--- src/rtl/sample_pwm_out_pkg.sv ---
// Shared types and defaults for the sample-paced PWM audio output stage.
package sample_pwm_out_pkg;

  localparam int PWM_W_DEF = 8;
  localparam int PPS_DEF   = 4;

  typedef enum logic [1:0] {
    IDLE        = 2'd0,
    WAIT_DONE   = 2'd1,
    HAVE_SAMPLE = 2'd2
  } out_state_t;

  // per_cnt needs at least one bit even when a sample lasts a single PWM period.
  function automatic int per_cnt_width(input int pps);
    per_cnt_width = (pps > 1) ? $clog2(pps) : 1;
  endfunction

endpackage

--- src/rtl/sample_pwm_out_pwm_gen.sv ---
// Free-running PWM counter and comparator; the wrap strobe marks the last cycle of each period.
module sample_pwm_out_pwm_gen
  import sample_pwm_out_pkg::*;
#(
  parameter int PWM_W = PWM_W_DEF
) (
  input  logic             clk,
  input  logic             nrst,
  input  logic             en,
  input  logic [PWM_W-1:0] duty,
  output logic             wrap,
  output logic             pwm_out
);

  localparam logic [PWM_W-1:0] CNT_MAX = {PWM_W{1'b1}};

  logic [PWM_W-1:0] pwm_cnt_q;
  logic [PWM_W-1:0] pwm_cnt_d;
  logic             pwm_out_q;
  logic             pwm_out_d;

  assign wrap    = en & (pwm_cnt_q == CNT_MAX);
  assign pwm_out = pwm_out_q;

  // Counter advance and output compare; muting holds the counter at zero.
  always_comb begin
    pwm_cnt_d = pwm_cnt_q;
    pwm_out_d = 1'b0;
    if (en) begin
      pwm_cnt_d = pwm_cnt_q + PWM_W'(1);
      pwm_out_d = (pwm_cnt_q < duty);
    end else begin
      pwm_cnt_d = {PWM_W{1'b0}};
      pwm_out_d = 1'b0;
    end
  end

  // Counter and output registers.
  always_ff @(posedge clk or negedge nrst) begin
    if (!nrst) begin
      pwm_cnt_q <= {PWM_W{1'b0}};
      pwm_out_q <= 1'b0;
    end else begin
      pwm_cnt_q <= pwm_cnt_d;
      pwm_out_q <= pwm_out_d;
    end
  end

endmodule

--- src/rtl/sample_pwm_out.sv ---
// Sample-rate pacing, divider handshake FSM, double-buffered duty and underrun tracking
// in front of the PWM generator.
module sample_pwm_out
  import sample_pwm_out_pkg::*;
#(
  parameter int PWM_W              = PWM_W_DEF,
  parameter int PERIODS_PER_SAMPLE = PPS_DEF
) (
  input  logic             clk,
  input  logic             nrst,
  input  logic             en,
  input  logic [PWM_W-1:0] q_in,
  input  logic             done,
  input  logic             clr_underrun,
  output logic             sample_now,
  output logic             pwm_out,
  output logic             underrun
);

  localparam int               PER_W    = per_cnt_width(PERIODS_PER_SAMPLE);
  localparam logic [PER_W-1:0] PER_LAST = PER_W'(PERIODS_PER_SAMPLE - 1);

  out_state_t       state_q;
  out_state_t       state_d;
  logic             first_q;
  logic             first_d;
  logic [PER_W-1:0] per_cnt_q;
  logic [PER_W-1:0] per_cnt_d;
  logic             sample_now_q;
  logic             sample_now_d;
  logic             underrun_q;
  logic             underrun_d;
  logic             underrun_set;
  logic [PWM_W-1:0] pending_q;
  logic [PWM_W-1:0] pending_d;
  logic             pending_vld_q;
  logic             pending_vld_d;
  logic [PWM_W-1:0] duty_q;
  logic [PWM_W-1:0] duty_d;
  logic             wrap;

  assign sample_now = sample_now_q;
  assign underrun   = underrun_q;

  sample_pwm_out_pwm_gen #(
    .PWM_W (PWM_W)
  ) u_pwm_gen (
    .clk     (clk),
    .nrst    (nrst),
    .en      (en),
    .duty    (duty_q),
    .wrap    (wrap),
    .pwm_out (pwm_out)
  );

  // Sample pacing: count PWM periods and request a sample on the last wrap of the interval.
  always_comb begin
    per_cnt_d    = per_cnt_q;
    sample_now_d = 1'b0;
    if (!en) begin
      per_cnt_d    = {PER_W{1'b0}};
      sample_now_d = 1'b0;
    end else if (wrap) begin
      sample_now_d = (per_cnt_q == PER_LAST);
      per_cnt_d    = (per_cnt_q == PER_LAST) ? {PER_W{1'b0}} : per_cnt_q + PER_W'(1);
    end else begin
      per_cnt_d    = per_cnt_q;
      sample_now_d = 1'b0;
    end
  end

  // Handshake FSM; first_q exempts the opening sample_now, which has no earlier window to miss.
  always_comb begin
    state_d      = state_q;
    first_d      = first_q;
    underrun_set = 1'b0;
    if (!en) begin
      state_d = IDLE;
      first_d = 1'b0;
    end else begin
      case (state_q)
        IDLE: begin
          state_d = WAIT_DONE;
          first_d = 1'b1;
        end
        WAIT_DONE: begin
          if (sample_now_q) begin
            state_d      = WAIT_DONE;
            first_d      = 1'b0;
            underrun_set = ~done & ~first_q;
          end else if (done) begin
            state_d = HAVE_SAMPLE;
          end else begin
            state_d = WAIT_DONE;
          end
        end
        HAVE_SAMPLE: begin
          if (sample_now_q) begin
            state_d = WAIT_DONE;
            first_d = 1'b0;
          end else begin
            state_d = HAVE_SAMPLE;
          end
        end
        default: begin
          state_d = IDLE;
          first_d = 1'b0;
        end
      endcase
    end
  end

  // Sticky underrun; a new miss beats a simultaneous clear.
  always_comb begin
    underrun_d = underrun_q;
    if (underrun_set) begin
      underrun_d = 1'b1;
    end else if (clr_underrun) begin
      underrun_d = 1'b0;
    end else begin
      underrun_d = underrun_q;
    end
  end

  // Double buffer: apply the old pending value at the wrap before a same-cycle capture replaces it.
  always_comb begin
    pending_d     = pending_q;
    pending_vld_d = pending_vld_q;
    duty_d        = duty_q;
    if (!en) begin
      pending_vld_d = 1'b0;
    end else begin
      if (wrap && pending_vld_q) begin
        duty_d        = pending_q;
        pending_vld_d = 1'b0;
      end else begin
        duty_d = duty_q;
      end
      if (done && (state_q != IDLE)) begin
        pending_d     = q_in;
        pending_vld_d = 1'b1;
      end else begin
        pending_d = pending_q;
      end
    end
  end

  // State registers.
  always_ff @(posedge clk or negedge nrst) begin
    if (!nrst) begin
      state_q       <= IDLE;
      first_q       <= 1'b0;
      per_cnt_q     <= {PER_W{1'b0}};
      sample_now_q  <= 1'b0;
      underrun_q    <= 1'b0;
      pending_q     <= {PWM_W{1'b0}};
      pending_vld_q <= 1'b0;
      duty_q        <= {PWM_W{1'b0}};
    end else begin
      state_q       <= state_d;
      first_q       <= first_d;
      per_cnt_q     <= per_cnt_d;
      sample_now_q  <= sample_now_d;
      underrun_q    <= underrun_d;
      pending_q     <= pending_d;
      pending_vld_q <= pending_vld_d;
      duty_q        <= duty_d;
    end
  end

endmodule

--- config.mk ---
export PLATFORM = sky130hd
export DESIGN_NAME = sample_pwm_out
export DESIGN_NICKNAME = d
export VERILOG_FILES = /design/src/rtl/sample_pwm_out_pkg.sv /design/src/rtl/sample_pwm_out_pwm_gen.sv /design/src/rtl/sample_pwm_out.sv
export SDC_FILE = /design/constraint.sdc
export NUM_CORES = 1
export LEC_CHECK = 0
export ABC_AREA = 1
export ABC_CLOCK_PERIOD_IN_PS = 2500
export CORE_MARGIN = 4
export CORE_UTILIZATION = 60
export CTS_CLUSTER_DIAMETER = 150
export CTS_CLUSTER_SIZE = 20
export DETAILED_ROUTE_END_ITERATION = 7
export PLACE_DENSITY = 0.79
export RECOVER_POWER = 100
export SLEW_MARGIN = 20
export SYNTH_ARGS = -nofsm -noshare
export SYNTH_HDL_FRONTEND = slang
export SYNTH_SLANG_ARGS = --single-unit
export TNS_END_PERCENT = 10
--- constraint.sdc ---
create_clock -name clk -period 2.5 [get_ports clk]
set_clock_uncertainty 0.2 [all_clocks]
set_input_delay 0.375 -clock clk [delete_from_list [all_inputs] [get_ports clk]]
set_output_delay 0.375 -clock clk [all_outputs]
set_load 0.02 [all_outputs]
==> flow_summary.ini <==
[drt]
avgRoutedWirePerCell_um = 12.3
vias_per_cell = 5.28
drt-pass1-iter-count = 4
drc = 0
drtIter0Drc = 51
wirelength_um = 2920
vias = 1257
drtAntennaViolNets = 0

[floorplan]
die_area_um2 = 3620
ioPinCount = 16
start_util = 0.642
core-area_um2 = 2540
row_count = 18
dieHeight_um = 60.2
die_x_um = 60.2

[clock_tree]
post_cts_resized = 0
htreeDepth = 2
cts_buffer_depth = 2
root_buffer = clkbuf_4
post-cts-setup-buffers = 0
path_clk_slew_ps = 90
clock_sinks = 33
clock_latency_ps = 330
numCtsBuffers = 5
hold_buffers = 0
tritoncts = yes

[critical_path]
r2r_end = duty_q[6]$_DFFE_PN0P_
endpoint_kind = register
cpPeakStageDelay_ps = 420
worst-path-max-fanout = 11
rr_startpoint = u_pwm_gen.pwm_cnt_q[0]$_DFF_PN0_
crit_path_frequent_cell = nand2_1
reg2regPathDepth = 8
critPathLaunch = u_pwm_gen.pwm_cnt_q[0]$_DFF_PN0_
crit_type = register to register
cp_cell_sequence = ha_1 -> nand2_1 -> nor2_1 -> nand2_1 -> nor2_4 -> nand2_1 -> nand2_1 -> nand2_1
start_kind = register
critical-path-slowest-cell = dfrtp_1
cp.arrival_ps = 2060
critPathRequiredTime_ps = 2520
cp-endpoint = duty_q[6]$_DFFE_PN0P_
ff2ff_setup_slack_ps = 460

[global_routing]
grt_pass1_wl_um = 5400
grtUsageTotal = 0.203
grt_max_degree = 34
antenna_found_initial = 0
grt-ovfl-total = 0
grt_pass1_vias = 1301

[placement]
dp_cells = 231
place_area_um2 = 1810
hpwl_um = 2260
place_congestion = 0.778
place_ws_ps = 597
portBuffers = 15

[pwr]
cellLeakagePower_nw = 0.952
power_density_nw_per_um2 = 566
peakVddDrop_mv = 0.392
finalPower_mw = 1.04

[sta]
hold_violations = 0
period_share = 0.815
worst_slew_pin_slew_ps = 779
max_slew_margin = 0.481
finalMaxSlewViolations = 0
rsz0062_at_grt = no
layout_setup_ws_ps = 464
setup-tns-final_ps = 0
fmax_ghz = 0.491
fin_crit_ps = 2040
setup_viol = 0

[logic_synthesis]
syn_area_per_cell_um2 = 8.69
syn_inst = 188
synth_cell_type_count = 22
synth_area_um2 = 1630
syn_nets = 214
yosysWarnings = 0
ys_seq_area_frac = 0.506
ys_ff_latch = 33

[finish]
antennaDiodeCount = 0
fin_nets = 234
post-route-cell-area_um2 = 1840
layout-drive-gt1-share = 0.0433
instances_no_fill = 238
area.growth.synth_to_final_pct = 12.9

[status]
status = finished clean

[flow_run]
cap_violations = 0

[hold_path]
holdCritPathClass = register to register
area by class of cell:
type	count	area [um2]
Tap cell	30	37.5
Multi-Input combinational cell	130	683
Sequential cell	33	826
Fill cell	196	702
Inverter	21	78.8
Timing Repair Buffer	17	163
Clock buffer	7	55.1
flip-flops by register name (all words and copies together), names as in the netlist:
register	count
u_pwm_gen.pwm_out	1
first_q	1
state_q	2
pending_q	8
underrun	1
per_cnt_q	2
duty_q	8
u_pwm_gen.pwm_cnt_q	8
pending_vld_q	1
sample_now	1
worst min-delay path by stage:
| stage | slack, ps | cells past startpoint | from | end |
|---|---|---|---|---|
| 2_1_floorplan | -120 | 0 | nrst | duty_q[0]$_DFFE_PN0P_ |
| 3_3_place_gp | 260 | 2 | duty_q[6]$_DFFE_PN0P_ | duty_q[6]$_DFFE_PN0P_ |
| 3_5_place_dp | 260 | 2 | duty_q[7]$_DFFE_PN0P_ | duty_q[7]$_DFFE_PN0P_ |
| 4_1_cts | 240 | 2 | nrst | duty_q[5]$_DFFE_PN0P_ |
| 5_1_grt | 300 | 2 | duty_q[7]$_DFFE_PN0P_ | duty_q[7]$_DFFE_PN0P_ |
| 6_report | 280 | 2 | duty_q[7]$_DFFE_PN0P_ | duty_q[7]$_DFFE_PN0P_ |
metrics by stage:
stage	hold slack, ps	utilization
floorplan	-121	-
global placement	259	0.711
detailed placement	259	0.711
CTS	240	0.733
global route	299	0.724
finish	280	0.724
cell usage after synthesis:
cell type,instances,share of area
buf_6,1,0.0069
a211oi_1,1,0.0046
nand2_1,55,0.13
o21ai_0,5,0.015
nand2_2,4,0.015
a21oi_1,8,0.025
xor2_1,1,0.0054
nor3b_1,2,0.0092
buf_2,2,0.0061
ha_1,13,0.10
nor2_2,1,0.0038
o22ai_1,1,0.0038
nor4_1,1,0.0038
nand4_1,2,0.0077
clkbuf_1,1,0.0023
inv_1,20,0.046
dfrtp_1,33,0.51
inv_2,1,0.0023
xnor2_1,1,0.0054
nor2_1,12,0.028
nand3_1,21,0.064
nor2_4,2,0.014
kinds of logic after synthesis:
| kind of cell | Yosys count | share of synthesized area |
|---|---|---|
| and+or+nand+nor | 100 | 0.272 |
| DFF | 33 | 0.506 |
| buffers and inverters | 25 | 0.0636 |
| AOI/OAI and AO/OA | 15 | 0.0483 |
| adders and majority gates | 13 | 0.0996 |
| xor gates and xnor gates | 2 | 0.0107 |
critical path: cells and delay by family, from the launching register on:
family,cells,cell delay (ps)
adder cells (fa/ha/maj),1,210
flip-flops,1,420
AND/OR/NAND/NOR,7,1110
cell usage in the layout (no fill, tap or decap), types with 2 or more instances in the layout:
cell / instances
nand4_1: 2
ha_1: 13
clkdlybuf4s50_1: 10
nand2_1: 59
a21oi_1: 8
dlygate4sd3_1: 5
o21ai_0: 5
nor2_1: 14
inv_1: 21
nand3_1: 21
dfrtp_1: 33
clkbuf_4: 5
nor3b_1: 2
power breakdown:
part           switching, mW  internal [mW]
combinational         0.0734         0.0552
clock                  0.158          0.133
sequential            0.0386          0.586
per-layer routing:
| metal | global-route usage | up-vias | share of wire |
|---|---|---|---|
| met1 | 0.227 | 585 | 0.43 |
| met5 | 0 | - | 0 |
| met2 | 0.355 | 25 | 0.51 |
| met4 | 0.0949 | 0 | 0.023 |
| li1 | - | 639 | - |
| met3 | 0.0540 | 8 | 0.044 |
No activity file was read; power rests on OpenSTA's default activity.
